## config.mk

```make
export PLATFORM = sky130hd
export DESIGN_NAME = relu_maxpool
export DESIGN_NICKNAME = d
export VERILOG_FILES = /design/src/rtl/relu_maxpool.sv
export SDC_FILE = /design/constraint.sdc
export NUM_CORES = 1
export LEC_CHECK = 0
export ABC_CLOCK_PERIOD_IN_PS = 80700
export CAP_MARGIN = 20
export CORE_AREA = 10 10 404 406
export DETAILED_ROUTE_END_ITERATION = 6
export DIE_AREA = 0 0 414 416
export PLACE_DENSITY_LB_ADDON = 0.2
export SLEW_MARGIN = 10
export SYNTH_ARGS = -nofsm -noshare
export SYNTH_HDL_FRONTEND = slang
export SYNTH_SLANG_ARGS = --single-unit
```

## constraint.sdc

```tcl
create_clock -name clk -period 80.7 [get_ports clk]
set_input_delay 20.175 -clock clk [delete_from_list [all_inputs] [get_ports clk]]
set_output_delay 20.175 -clock clk [all_outputs]
set_load 0.03 [all_outputs]
```

## src/rtl/relu_maxpool.sv

```systemverilog
// 2x2 stride-2 max pooling with optional ReLU over one registered tile, streamed out one word per cycle.
// Build option: define RELU_MAXPOOL_RELU_EN to clamp negative pooled values to zero.
module relu_maxpool #(
  parameter int DATA_W = 16,
  parameter int IN_DIM = 8,
  localparam int CW = $clog2((IN_DIM / 2) * (IN_DIM / 2))
) (
  input  logic                                   clk,
  input  logic                                   reset,
  input  logic                                   in_valid,
  output logic                                   in_ready,
  input  logic [IN_DIM*IN_DIM-1:0][DATA_W-1:0]   pixels_in,
  output logic                                   out_valid,
  input  logic                                   out_ready,
  output logic [DATA_W-1:0]                      out_data,
  output logic [CW-1:0]                          out_index,
  output logic                                   out_last
);

  localparam int OUT_DIM = IN_DIM / 2;
  localparam int N_OUT   = OUT_DIM * OUT_DIM;
  localparam int AW      = $clog2(IN_DIM * IN_DIM);

  typedef enum logic {IDLE, EMIT} state_t;

  state_t state;
  state_t state_nxt;

  logic [IN_DIM*IN_DIM-1:0][DATA_W-1:0] tile;
  logic [CW-1:0] cnt;

  logic take;
  logic fire;
  logic at_last;

  logic [CW-1:0]     pr;
  logic [CW-1:0]     pc;
  logic [AW-1:0]     base;
  logic [DATA_W-1:0] w00;
  logic [DATA_W-1:0] w01;
  logic [DATA_W-1:0] w10;
  logic [DATA_W-1:0] w11;
  logic [DATA_W-1:0] pmax;
  logic [DATA_W-1:0] pooled;

  function automatic logic [DATA_W-1:0] smax(
    input logic [DATA_W-1:0] a,
    input logic [DATA_W-1:0] b
  );
    return ($signed(a) > $signed(b)) ? a : b;
  endfunction

  assign take    = in_valid && in_ready;
  assign fire    = out_valid && out_ready;
  assign at_last = (cnt == CW'(N_OUT - 1));

  always_ff @(posedge clk) begin
    if (reset) state <= IDLE;
    else       state <= state_nxt;
  end

  always_comb begin
    state_nxt = state;
    unique case (state)
      IDLE:    if (take) state_nxt = EMIT;
      EMIT:    if (fire && at_last) state_nxt = IDLE;
      default: state_nxt = IDLE;
    endcase
  end

  always_ff @(posedge clk) begin
    if (reset)                cnt <= '0;
    else if (take)            cnt <= '0;
    else if (fire && at_last) cnt <= '0;
    else if (fire)            cnt <= cnt + CW'(1);
  end

  // Held untouched during EMIT so the streamed words stay consistent.
  always_ff @(posedge clk) begin
    if (take) tile <= pixels_in;
  end

  always_comb begin
    pr   = cnt / CW'(OUT_DIM);
    pc   = cnt % CW'(OUT_DIM);
    base = AW'(pr) * AW'(2 * IN_DIM) + AW'(pc) * AW'(2);
    w00  = tile[base];
    w01  = tile[base + AW'(1)];
    w10  = tile[base + AW'(IN_DIM)];
    w11  = tile[base + AW'(IN_DIM + 1)];
    pmax = smax(smax(w00, w01), smax(w10, w11));
`ifdef RELU_MAXPOOL_RELU_EN
    pooled = pmax[DATA_W-1] ? '0 : pmax;
`else
    pooled = pmax;
`endif
  end

  always_comb begin
    in_ready  = 1'b0;
    out_valid = 1'b0;
    out_data  = '0;
    out_index = '0;
    out_last  = 1'b0;
    unique case (state)
      IDLE: begin
        in_ready = !reset;
      end
      EMIT: begin
        out_valid = 1'b1;
        out_data  = pooled;
        out_index = cnt;
        out_last  = at_last;
      end
      default: begin
        in_ready = 1'b0;
      end
    endcase
  end

endmodule

```

==> impl_summary.txt, run 1 <==
----------------------------------------------------
[Run status]
  Run status ... complete, no violations

[Detailed routing]
  Met3 wire len ... approximately 11,000 µm
  Met1 layer wirelength in the final routing ... 55,900 µm
  DRC marker count from the first detailed-route iteration ... about 2,000
  Vias ... 22,830
  Detailed-route wire length ... 149,200 µm
  Highest Signal Layer ... met5
  Number of routed nets with antenna violations ... 0
  Routed len/inst ... a little under 30 µm
  Detailed Routing Iterations Pass 1 ... 6
  Post-route DRC ... 0
  Routed vias/inst ... 4.552
  Amount of wire on met2 after detailed routing ... 79,110 µm

[Timing]
  RSZ-0062 raised after global routing ... no
  Setup slack of the critical path after layout ... 38.74 ns
  Fmax ... 23.83 MHz
  Worst-margin pin slew ... about 1.2 ns
  Minimum clock period after layout ... 41.96 ns
  Worst clock skew ... 0.04257 ns
  Final count of pins violating max slew ... 0
  Setup total negative slack ... 0 ns
  Period utilization ... 0.5200
  Worst hold slack across all endpoints ... ~0.8 ns
  Final hold violation count ... 0
  Number of setup violations in the final report ... 0
  Worst slew margin relative to its limit ... 0.2138

[Clock tree]
  Clk Latency, worst-skew pair ... approximately 0.74 ns
  CTS Root Buffer Type ... clkbuf_16
  Buffers from clock root to sink, at most ... 3
  Number of buffers created by CTS ... approximately 110
  H-Tree Depth ... 3
  Post-CTS Setup Bufs ... 0
  Clock sinks ... 1,029
  Cts hold-fix bufs ... 0
  CTS resizes ... 0
  Reg clk slew, reported paths ... 0.06 ns
  TritonCTS clock tree ... yes

[Layout]
  Filler cells ... roughly 14,000
  Ratio of cells with drive above 1 in the final layout ... 0.1711
  Area of the multi-input gates ... around 9000 µm²
  Sequential cell area ... 30,860 µm²
  Final core utilization ... 0.3663
  Growth of design area from synthesis to finish ... 41.31%
  Area of all placed cells without fillers ... between 50,000 and 60,000 µm²
  # nets final ... between 3,000 and 4,000

[Worst setup path]
  Data required time at the worst endpoint ... 60.52 ns
  Largest driver fanout on the critical path ... 2
  Type of origin of the critical path ... input pin
  Critical path capture point type ... output pin
  Type of the worst setup path ... in2out
  Arrival time at the worst endpoint ... 21.79 ns

[Logic synthesis]
  Area share of xor/xnor cells in the synthesized design ... 0.0006526
  Synthesized-area fraction occupied by and/or/nand/nor cells ... 0.01215
  Post-synthesis instance area ... approximately 40,000 µm²
  Share of synthesized cell area in full adder, half adder and majority cells ... 0.01523
  Number of enable flip-flop cells after synthesis ... 1,024
  Synth warnings ... 0
  Fraction of registers with async set/reset ... 0
  Instance count of the mapped netlist ... 1,743
  Count of unique library cells instantiated by Yosys ... 41
  Dominant combinational cell family by area after synthesis ... multiplexers
  Mean Syn Cell Area ... 23.10 µm²
  Compound-gate portion of the synthesized area ... 0.02154
  Flip-flop and latch count after synthesis ... 1,029
  Synthesized Nets ... 2,820
  Fraction of the yosys area taken by sequential cells ... 0.7662
  Multiplexer area fraction after synthesis ... 0.1698
  Primary flip-flop cell chosen by synthesis mapping ... edfxtp_1

[Global route]
  Total routing resource utilization after global routing ... 0.1671
  Overflow left after global routing ... 0
  Largest net degree at the start of global routing ... 195
  Global-route wire length before repair ... about 200,000 µm
  Via count of the first global-routing pass ... 25,083
  Antenna violations before repair ... 55

[Floorplanning]
  Die height ... 416 µm
  Die Footprint ... 172,200 µm²
  Number of rows created at floorplan ... 145
  Starting Density ... 0.2592
  Width of the chip ... 414 µm
  Placeable core area ... 155,300 µm²
  I/O pins ... 1,051

[Pwr]
  Clk pwr share ... 0.398
  Net switching share of the total power ... 0.2264
  Share of total power in sequential cells ... 0.489
  Fraction of power consumed by combinational cells ... 0.113
  Internal power contribution ... around 0.99 mW
  Power Density ... 22.48 nW/µm²
  IR Drop Worst-Case VDD ... roughly 0.018 mV
  Power spent charging and discharging nets ... 0.2895 mW
  LEAKAGE ... 18.26 nW

[Hold path]
  Class of the worst hold path ... reg2reg

[Place]
  Routability-driven placement congestion ratio ... 0.8335
  Hpwl dp ... roughly 110,000 µm
  PortBufs ... 1,050
  Area after DPL ... 53,180 µm²
  Placement-stage worst setup slack ... 38.70 ns

[Flow run]
  Number of maximum-capacitance violations ... 0

----------------------------------------------------
## cell type report
type | instances | area share
timing repair buffer | 1079 | 0.1890
multi-input combinational | 591 | 0.1557
sequential | 1029 | 0.5425
clock buffer | 137 | 0.05241
clock inverter | 70 | 0.01210
inverter | 33 | 0.002309
tap | 2058 | 0.04526
antenna | 18 | 0.0007917
## cell families after synthesis
group	count (synthesis)
buffers and inverters	123
DFF	1029
muxes	321
xor gates and xnor gates	3
AOI/OAI and AO/OA	118
and+or+nand+nor	100
adders and majority gates	49
## flip-flops by register name, indices dropped and copies added (netlist names)
register / flops
cnt: 4
state: 1
tile: 1024
## Yosys cell counts (10+ instances only)
cell       count  area, µm²
nand2_1       48      180.2
clkbuf_1      44      165.2
buf_2         28      140.1
a22oi_1       62      465.5
ha_1          49      613.1
edfxtp_1    1024      30750
a21oi_1       16      80.08
o2bb2ai_1     17      148.9
mux2i_1       17      170.2
inv_1         33      123.9
mux2_2        16      180.2
buf_6         10      112.6
mux4_2       288       6486
## placed cells by master, fill, tap and decap left out, types with 18 or more instances in the layout
master / n
edfxtp_1: 1024
buf_4: 27
clkbuf_1: 21
clkdlybuf4s50_1: 1050
mux4_2: 288
ha_1: 49
inv_1: 32
clkinv_2: 21
a22oi_1: 62
clkbuf_16: 116
nand2_1: 48
diode_2: 18
clkinv_1: 25
## power groups by stage
stage | Combinational [mW] | Sequential [mW] | Clock [mW]
final | 0.144 | 0.626 | 0.509
after global routing | 0.155 | 0.627 | 0.547
after CTS | 0.148 | 0.626 | 0.526
after detailed placement | 0.147 | 0.637 | 0
after global placement | 0.145 | 0.635 | 0
after floorplan | 0.0625 | 0.659 | 0
## metrics by stage
step	power, mW	std cells
2_1_floorplan	0.7220	1743
3_3_place_gp	0.7800	4790
3_5_place_dp	0.7840	4790
4_1_cts	1.300	4997
5_1_grt	1.329	5010
6_report	1.279	5015
## worst paths after layout
path                    startpoint             endpoint  slack (ns)  depth (start not counted)
setup / recovery             reset             in_ready       38.74                          3
hold / removal    state$_SDFF_PP0_     state$_SDFF_PP0_        0.80                          2
setup reg to reg  state$_SDFF_PP0_  tile[991]$_DFFE_PP_       74.88                          7
hold reg to reg   state$_SDFF_PP0_     state$_SDFF_PP0_        0.80                          2
## critical path, stage by stage
cell	delay (ns)
clkdlybuf4s50_1	0.54
nor2_1	0.31
clkdlybuf4s50_1	0.75
## routing by layer
| metal | vias up | GRT usage |
|---|---|---|
| met5 | - | 0 |
| met4 | 60 | 0.04204 |
| met3 | 208 | 0.04975 |
| met2 | 951 | 0.3039 |
| met1 | 11899 | 0.1906 |
| li1 | 9712 | - |
Note: power is estimated with default switching activity, not from simulation.
==> run 2: changes to the inputs <==
--- a/config.mk
+++ b/config.mk
@@ -5,11 +5,11 @@
 export SDC_FILE = /design/constraint.sdc
 export NUM_CORES = 1
 export LEC_CHECK = 0
-export ABC_CLOCK_PERIOD_IN_PS = 80700
+export ABC_CLOCK_PERIOD_IN_PS = 39900
 export CAP_MARGIN = 20
-export CORE_AREA = 10 10 404 406
+export CORE_AREA = 10 10 397 399
 export DETAILED_ROUTE_END_ITERATION = 6
-export DIE_AREA = 0 0 414 416
+export DIE_AREA = 0 0 407 409
 export PLACE_DENSITY_LB_ADDON = 0.2
 export SLEW_MARGIN = 10
 export SYNTH_ARGS = -nofsm -noshare
==> constraint.sdc (replaced) <==
create_clock -name clk -period 39.9 [get_ports clk]
set_input_delay 9.975 -clock clk [delete_from_list [all_inputs] [get_ports clk]]
set_output_delay 9.975 -clock clk [all_outputs]
set_load 0.03 [all_outputs]
==> impl_summary.txt, run 2 (synthesis results as in run 1) <==
----------------------------------------------------
[Place]
  Hpwl dp ... 116,200 µm (+1.5%)
  PortBufs ... 1,050 (unchanged)
  Placed cell count ... 4,747 (-0.90%)
  Routability-driven placement congestion ratio ... 0.8407 (+0.86%)
  Placement-stage worst setup slack ... 18.53 ns (-20.18 ns)

[Clock tree]
  Post-CTS Setup Bufs ... 0 (unchanged)
  Cts hold-fix bufs ... 0 (unchanged)
  H-Tree Depth ... 3 (unchanged)
  TritonCTS clock tree ... yes
  CTS Root Buffer Type ... clkbuf_16
  Reg clk slew, reported paths ... 0.06 ns (about the same)
  Buffers from clock root to sink, at most ... 3 (unchanged)
  CTS resizes ... 0 (unchanged)
  Clk Latency, worst-skew pair ... 0.72 ns (-0.02 ns)
  Clock sinks ... 1,029 (unchanged)
  Number of buffers created by CTS ... 112 (-1.8%)

[Floorplanning]
  Die Footprint ... 166,500 µm² (-3.3%)
  I/O pins ... 1,051 (unchanged)
  Placeable core area ... 149,400 µm² (-3.8%)
  Starting Density ... 0.2694 (+0.01020)
  Width of the chip ... 407 µm (-1.7%)
  Number of rows created at floorplan ... 142 (-2.1%)
  Die height ... 409 µm (-1.7%)

[Layout]
  Growth of design area from synthesis to finish ... 40.54%
  Number of flip-flops in the largest register ... 1,024 (unchanged)
  Ratio of cells with drive above 1 in the final layout ... 0.1644 (-0.006698)
  Leading registers by flop count ... tile x1024, cnt x4, state x1
  # nets final ... 3,923 (-0.051%)
  Final core utilization ... 0.3787 (+0.01233)
  Register with the most flip-flops ... tile
  Commonest cells after routing, fill and taps aside ... clkdlybuf4s50_1, edfxtp_1, mux4_2
  Most frequent standard cell in the layout excluding fill and tap cells ... clkdlybuf4s50_1
  Number of standard cells in the final layout excluding fillers ... 4,980 (-0.70%)

[Pwr]
  Fraction of power consumed by combinational cells ... 0.116 (+0.003)
  Clk pwr share ... 0.383 (-0.015)
  Power Density ... 44.64 nW/µm² (+99%)
  IR Drop Worst-Case VDD ... 0.03220 mV (+82%)
  Net switching share of the total power ... 0.2289 (+0.002474)
  LEAKAGE ... 18.13 nW (-0.75%)
  Post-layout power ... 2.526 mW (+98%)
  Internal power contribution ... 1.948 mW (+97%)
  Power spent charging and discharging nets ... 0.5782 mW (+100%)
  Share of total power in sequential cells ... 0.501 (+0.012)

[Flow run]
  Number of maximum-capacitance violations ... 0 (unchanged)

[Timing]
  Worst slew margin relative to its limit ... 0.2805 (+0.06676)
  Minimum clock period after layout ... between 20 and 25 ns
  Worst-margin pin slew ... 1.079 ns (-0.1001 ns)
  Setup total negative slack ... 0 ns (unchanged)
  Period utilization ... 0.5370
  Final count of pins violating max slew ... 0 (unchanged)
  Number of setup violations in the final report ... 0 (unchanged)
  RSZ-0062 raised after global routing ... no
  Fmax ... 46.68 MHz
  Worst clock skew ... 0.03352 ns (-0.009046 ns)
  Setup slack of the critical path after layout ... 18.48 ns (-20.26 ns)
  Final hold violation count ... 0 (unchanged)

[Detailed routing]
  Vias ... 22,666 (-0.72%)
  Detailed Routing Iterations Pass 1 ... 5 (-1)
  Post-route DRC ... 0 (unchanged)
  DRC marker count from the first detailed-route iteration ... 1,694 (-15%)
  Routed vias/inst ... 4.551 (about the same)
  Number of routed nets with antenna violations ... 0 (unchanged)
  Routed len/inst ... 29.94 µm (+0.67%)
  Detailed-route wire length ... 149,100 µm (about the same)

[Worst setup path]
  Arrival time at the worst endpoint ... 11.45 ns (-10.34 ns)
  Critical path capture point type ... output pin
  Data required time at the worst endpoint ... 29.92 ns (-30.60 ns)
  Type of the worst setup path ... in2out
  Largest driver fanout on the critical path ... 2 (unchanged)
  Type of origin of the critical path ... input pin

[Global route]
  Overflow left after global routing ... 0 (unchanged)
  Antenna violations before repair ... 72 (+31%)
  Largest net degree at the start of global routing ... 180 (-7.7%)
  Global-route wire length before repair ... 200,600 µm (-0.66%)
  Via count of the first global-routing pass ... 25,002 (-0.32%)
  Total routing resource utilization after global routing ... 0.1732 (+0.006120)

[Run status]
  Run status ... complete, no violations

[Hold path]
  Class of the worst hold path ... reg2reg

----------------------------------------------------
==> run 2: cell count changes in the layout (fill, tap and decap cells not counted), sizes merged <==
cell      delta
clkinv       -1
inv          +1
clkbuf       +3
bufinv       -6
diode       +15
clkinvlp     -5
==> run 2: area by class of cell <==
class | count | area, µm²
timing repair buffer | 1079 | 10760
fill | 13599 | 92840
sequential | 1029 | 30860
inverter | 33 | 131.4
clock inverter | 59 | 435.4
tap | 2016 | 2522
clock buffer | 140 | 2929
antenna | 33 | 82.58
multi-input combinational | 591 | 8856
==> run 2: routing by layer <==
| metal | routed length, µm | part of all wire | vias to the layer above | GRT usage |
|---|---|---|---|---|
| met3 | 13240 | 0.089 | 228 | 0.06055 |
| met1 | 55150 | 0.37 | 11686 | 0.1971 |
| met4 | 2989 | 0.020 | 64 | 0.04239 |
| li1 | - | - | 9731 | - |
| met5 | 411 | 0.0028 | - | 0 |
| met2 | 77310 | 0.52 | 957 | 0.3077 |
==> run 2: power by group through the flow <==
stage / clock [mW] / sequential [mW] / combinational, mW
2_1_floorplan: 0 / 1.33 / 0.126
3_3_place_gp: 0 / 1.29 / 0.295
3_5_place_dp: 0 / 1.29 / 0.299
4_1_cts: 0.998 / 1.27 / 0.301
5_1_grt: 1.04 / 1.27 / 0.316
6_report: 0.966 / 1.27 / 0.294
==> run 2: stage by stage <==
stage	hold WS, ns	cell area, µm²
final	0.5554	56580
after CTS	0.5631	56470
after global placement	0.5383	53110
after global routing	0.6117	56540
after detailed placement	0.5517	53110
after floorplan	0.6036	40260
==> run 2: path summary, 6_finish.rpt <==
kind                                  startpoint                   to  slack (ns)  cells past startpoint
worst max-delay path                       reset             in_ready       18.48                      3
worst min-delay path            state$_SDFF_PP0_     state$_SDFF_PP0_        0.56                      2
worst max register to register  state$_SDFF_PP0_  tile[179]$_DFFE_PP_       34.61                      8
worst min register to register  state$_SDFF_PP0_     state$_SDFF_PP0_        0.56                      2
==> run 2: worst max-delay path, cell delays in order <==
cell	delay [ns]
clkdlybuf4s50_1	0.45
nor2_1	0.28
clkdlybuf4s50_1	0.74
==> run 3: changes to the inputs <==
--- a/config.mk
+++ b/config.mk
@@ -5,7 +5,7 @@
 export SDC_FILE = /design/constraint.sdc
 export NUM_CORES = 1
 export LEC_CHECK = 0
-export ABC_CLOCK_PERIOD_IN_PS = 39900
+export ABC_CLOCK_PERIOD_IN_PS = 20400
 export CAP_MARGIN = 20
 export CORE_AREA = 10 10 397 399
 export DETAILED_ROUTE_END_ITERATION = 6
==> constraint.sdc (replaced) <==
create_clock -name clk -period 20.4 [get_ports clk]
set_input_delay 5.1 -clock clk [delete_from_list [all_inputs] [get_ports clk]]
set_output_delay 5.1 -clock clk [all_outputs]
set_load 0.03 [all_outputs]
==> impl_summary.txt, run 3 (synthesis results as in run 1) <==
----------------------------------------------------
[Run status]
  Run status ... complete, no violations

[Layout]
  Area of all placed cells without fillers ... 57,040 µm² (+0.82%)
  Leading registers by flop count ... tile x1024, cnt x4, state x1
  Area of the multi-input gates ... 8866 µm² (+0.11%)
  Commonest cells after routing, fill and taps aside ... clkdlybuf4s50_1, edfxtp_1, mux4_2
  # nets final ... 3,922 (-0.025%)
  Sequential cell area ... 30,860 µm² (unchanged)
  Filler cells ... 13,620 (+0.15%)
  Ratio of cells with drive above 1 in the final layout ... 0.1670 (+0.002558)
  Most frequent standard cell in the layout excluding fill and tap cells ... clkdlybuf4s50_1
  Number of flip-flops in the largest register ... 1,024 (unchanged)
  Register with the most flip-flops ... tile
  Growth of design area from synthesis to finish ... 41.68%

[Worst setup path]
  Largest driver fanout on the critical path ... 82 (+80)
  Reg2Reg Depth ... 7 (-1)
  Worst stage delay on the critical path ... 0.88 ns (+0.14 ns)
  Master of the slowest instance on the critical path ... clkdlybuf4s50_1
  Setup slack of the worst register-to-register path ... 15.88 ns (-18.73 ns)
  Data required time at the worst endpoint ... 15.30 ns (-14.62 ns)
  Reg-to-reg startpoint ... state$_SDFF_PP0_
  Type of the worst setup path ... reg2out
  Arrival time at the worst endpoint ... 10.06 ns (-1.39 ns)
  CP cell instances ... buf_4 -> buf_12 -> mux4_2 -> a22oi_1 -> nand2_1 -> inv_1 -> ha_1 -> a21oi_1 -> o21ai_0 -> o2bb2ai_1 -> o41ai_1 -> a22o_1 -> mux2i_1 -> ha_1 -> a211o_1 -> o211ai_1 -> nand4_1 -> nand2_1 -> mux2i_1 -> nand2b_1 -> o2bb2ai_1 -> clkdlybuf4s50_1
  Critical path capture point type ... output pin
  Reg2Reg Capture Point ... tile[898]$_DFFE_PP_
  Type of origin of the critical path ... flip-flop

[Flow run]
  Number of maximum-capacitance violations ... 0 (unchanged)

[Detailed routing]
  Detailed Routing Iterations Pass 1 ... 5 (unchanged)
  Met3 wire len ... 13,850 µm (+4.6%)
  Number of routed nets with antenna violations ... 0 (unchanged)
  Vias ... 22,786 (+0.53%)
  DRC marker count from the first detailed-route iteration ... 1,941 (+15%)
  Post-route DRC ... 0 (unchanged)
  Detailed-route wire length ... 151,300 µm (+1.5%)
  Routed len/inst ... 30.26 µm (+1.1%)
  Amount of wire on met2 after detailed routing ... 76,760 µm (-0.70%)
  Routed vias/inst ... 4.558 (+0.15%)
  Highest Signal Layer ... met5
  Met1 layer wirelength in the final routing ... 55,820 µm (+1.2%)

[Place]
  Area after DPL ... 53,150 µm² (about the same)
  PortBufs ... 1,050 (unchanged)
  Placement-stage worst setup slack ... 5.803 ns (-12.72 ns)
  Routability-driven placement congestion ratio ... 0.8435 (+0.33%)
  Hpwl dp ... 117,300 µm (+0.92%)

[Hold path]
  Critical hold path startpoint ... state$_SDFF_PP0_
  Worst hold endpoint ... state$_SDFF_PP0_
  Hold Crit Depth ... 3 (+1)
  Class of the worst hold path ... reg2reg

[Clock tree]
  Number of buffers created by CTS ... 114 (+1.8%)
  H-Tree Depth ... 3 (unchanged)
  Post-CTS Setup Bufs ... 0 (unchanged)
  Clock sinks ... 1,029 (unchanged)
  Clk Latency, worst-skew pair ... 0.72 ns (about the same)
  CTS resizes ... 0 (unchanged)
  TritonCTS clock tree ... yes
  Reg clk slew, reported paths ... 0.06 ns (about the same)
  CTS Root Buffer Type ... clkbuf_16
  Cts hold-fix bufs ... 0 (unchanged)
  Buffers from clock root to sink, at most ... 3 (unchanged)

[Pwr]
  Post-layout power ... 5.113 mW (+100%)
  Power Density ... 89.64 nW/µm² (+100%)
  LEAKAGE ... 18.29 nW (+0.89%)
  IR Drop Worst-Case VDD ... 0.06665 mV (+110%)

[Global route]
  Global-route wire length before repair ... 201,900 µm (+0.64%)
  Antenna violations before repair ... 91 (+26%)
  Largest net degree at the start of global routing ... 186 (+3.3%)
  Via count of the first global-routing pass ... 25,242 (+0.96%)
  Total routing resource utilization after global routing ... 0.1753 (+0.002141)
  Overflow left after global routing ... 0 (unchanged)

[Floorplanning]
  Starting Density ... 0.2694 (unchanged)
  Placeable core area ... 149,400 µm² (unchanged)
  Number of rows created at floorplan ... 142 (unchanged)
  I/O pins ... 1,051 (unchanged)
  Die Footprint ... 166,500 µm² (unchanged)
  Width of the chip ... 407 µm (unchanged)
  Die height ... 409 µm (unchanged)

[Timing]
  Final count of pins violating max slew ... 0 (unchanged)
  Worst clock skew ... 0.03239 ns (-0.001137 ns)
  Period utilization ... 0.7433
  Number of setup violations in the final report ... 0 (unchanged)
  Worst-margin pin slew ... 1.138 ns (+0.05904 ns)
  Setup slack of the critical path after layout ... 5.236 ns (-13.24 ns)
  Minimum clock period after layout ... 15.16 ns
  Setup total negative slack ... 0 ns (unchanged)
  RSZ-0062 raised after global routing ... no
  Worst slew margin relative to its limit ... 0.2412 (-0.03936)
  Final hold violation count ... 0 (unchanged)
  Fmax ... around 66 MHz

----------------------------------------------------
## run 3: cell count changes in the layout (fill, tap and decap cells not counted), moves of 2 or more
cell,change
clkbuf_16,+4
bufinv_16,+9
clkinvlp_4,+3
buf_4,-9
clkinv_4,-2
diode_2,+10
clkinv_2,-3
buf_12,+5
## run 3: layout make-up
| class | count | share of cell area |
|---|---|---|
| Sequential cell | 1029 | 0.5411 |
| Timing Repair Buffer | 1076 | 0.1897 |
| Multi-Input combinational cell | 591 | 0.1554 |
| Clock buffer | 145 | 0.05317 |
| Tap cell | 2016 | 0.04422 |
| Clock inverter | 66 | 0.01231 |
| Inverter | 33 | 0.002237 |
| Antenna cell | 43 | 0.001886 |
## run 3: worst max path at each step
stage | endpoint | slack [ns] | start | cells past startpoint
2_1_floorplan | tile[0]$_DFFE_PP_ | -0.68 | reset | 3
3_5_place_dp | out_data[11] | 5.80 | cnt[0]$_SDFFE_PP0P_ | 22
5_1_grt | out_data[9] | 4.43 | cnt[0]$_SDFFE_PP0P_ | 22
6_report | out_data[8] | 5.24 | cnt[0]$_SDFFE_PP0P_ | 22
4_1_cts | out_data[11] | 4.93 | cnt[0]$_SDFFE_PP0P_ | 22
3_3_place_gp | out_data[10] | 5.66 | cnt[0]$_SDFFE_PP0P_ | 22
## run 3: through the flow
step | instances | hold slack [ns] | util
6_report | 4999 | 0.6677 | 0.3818
4_1_cts | 4954 | 0.6626 | 0.3807
5_1_grt | 4985 | 0.7012 | 0.3815
2_1_floorplan | 1743 | 0.6036 | -
3_3_place_gp | 4743 | 0.6494 | 0.3557
3_5_place_dp | 4743 | 0.6536 | 0.3557
## run 3: power by group
group	total, mW	internal [mW]	switching [mW]
clock network	2.06	1.20	0.854
registers	2.47	2.44	0.0287
logic	0.584	0.315	0.269
## run 3: layer usage
metal,track usage,vias to the layer above
met2,0.2980,976
met1,0.1993,11712
li1,-,9753
met4,0.06293,76
met5,0,-
met3,0.06726,269
## run 3: critical path, delay by kind of cell (launching register included)
family	cells	cell delay, ns
AO/OA/AOI/OAI	9	3.30
buffers and inverters	4	2.25
multiplexers	3	1.17
AND/OR/NAND/NOR	4	0.91
flip-flops	1	0.77
adder cells (fa/ha/maj)	2	0.56
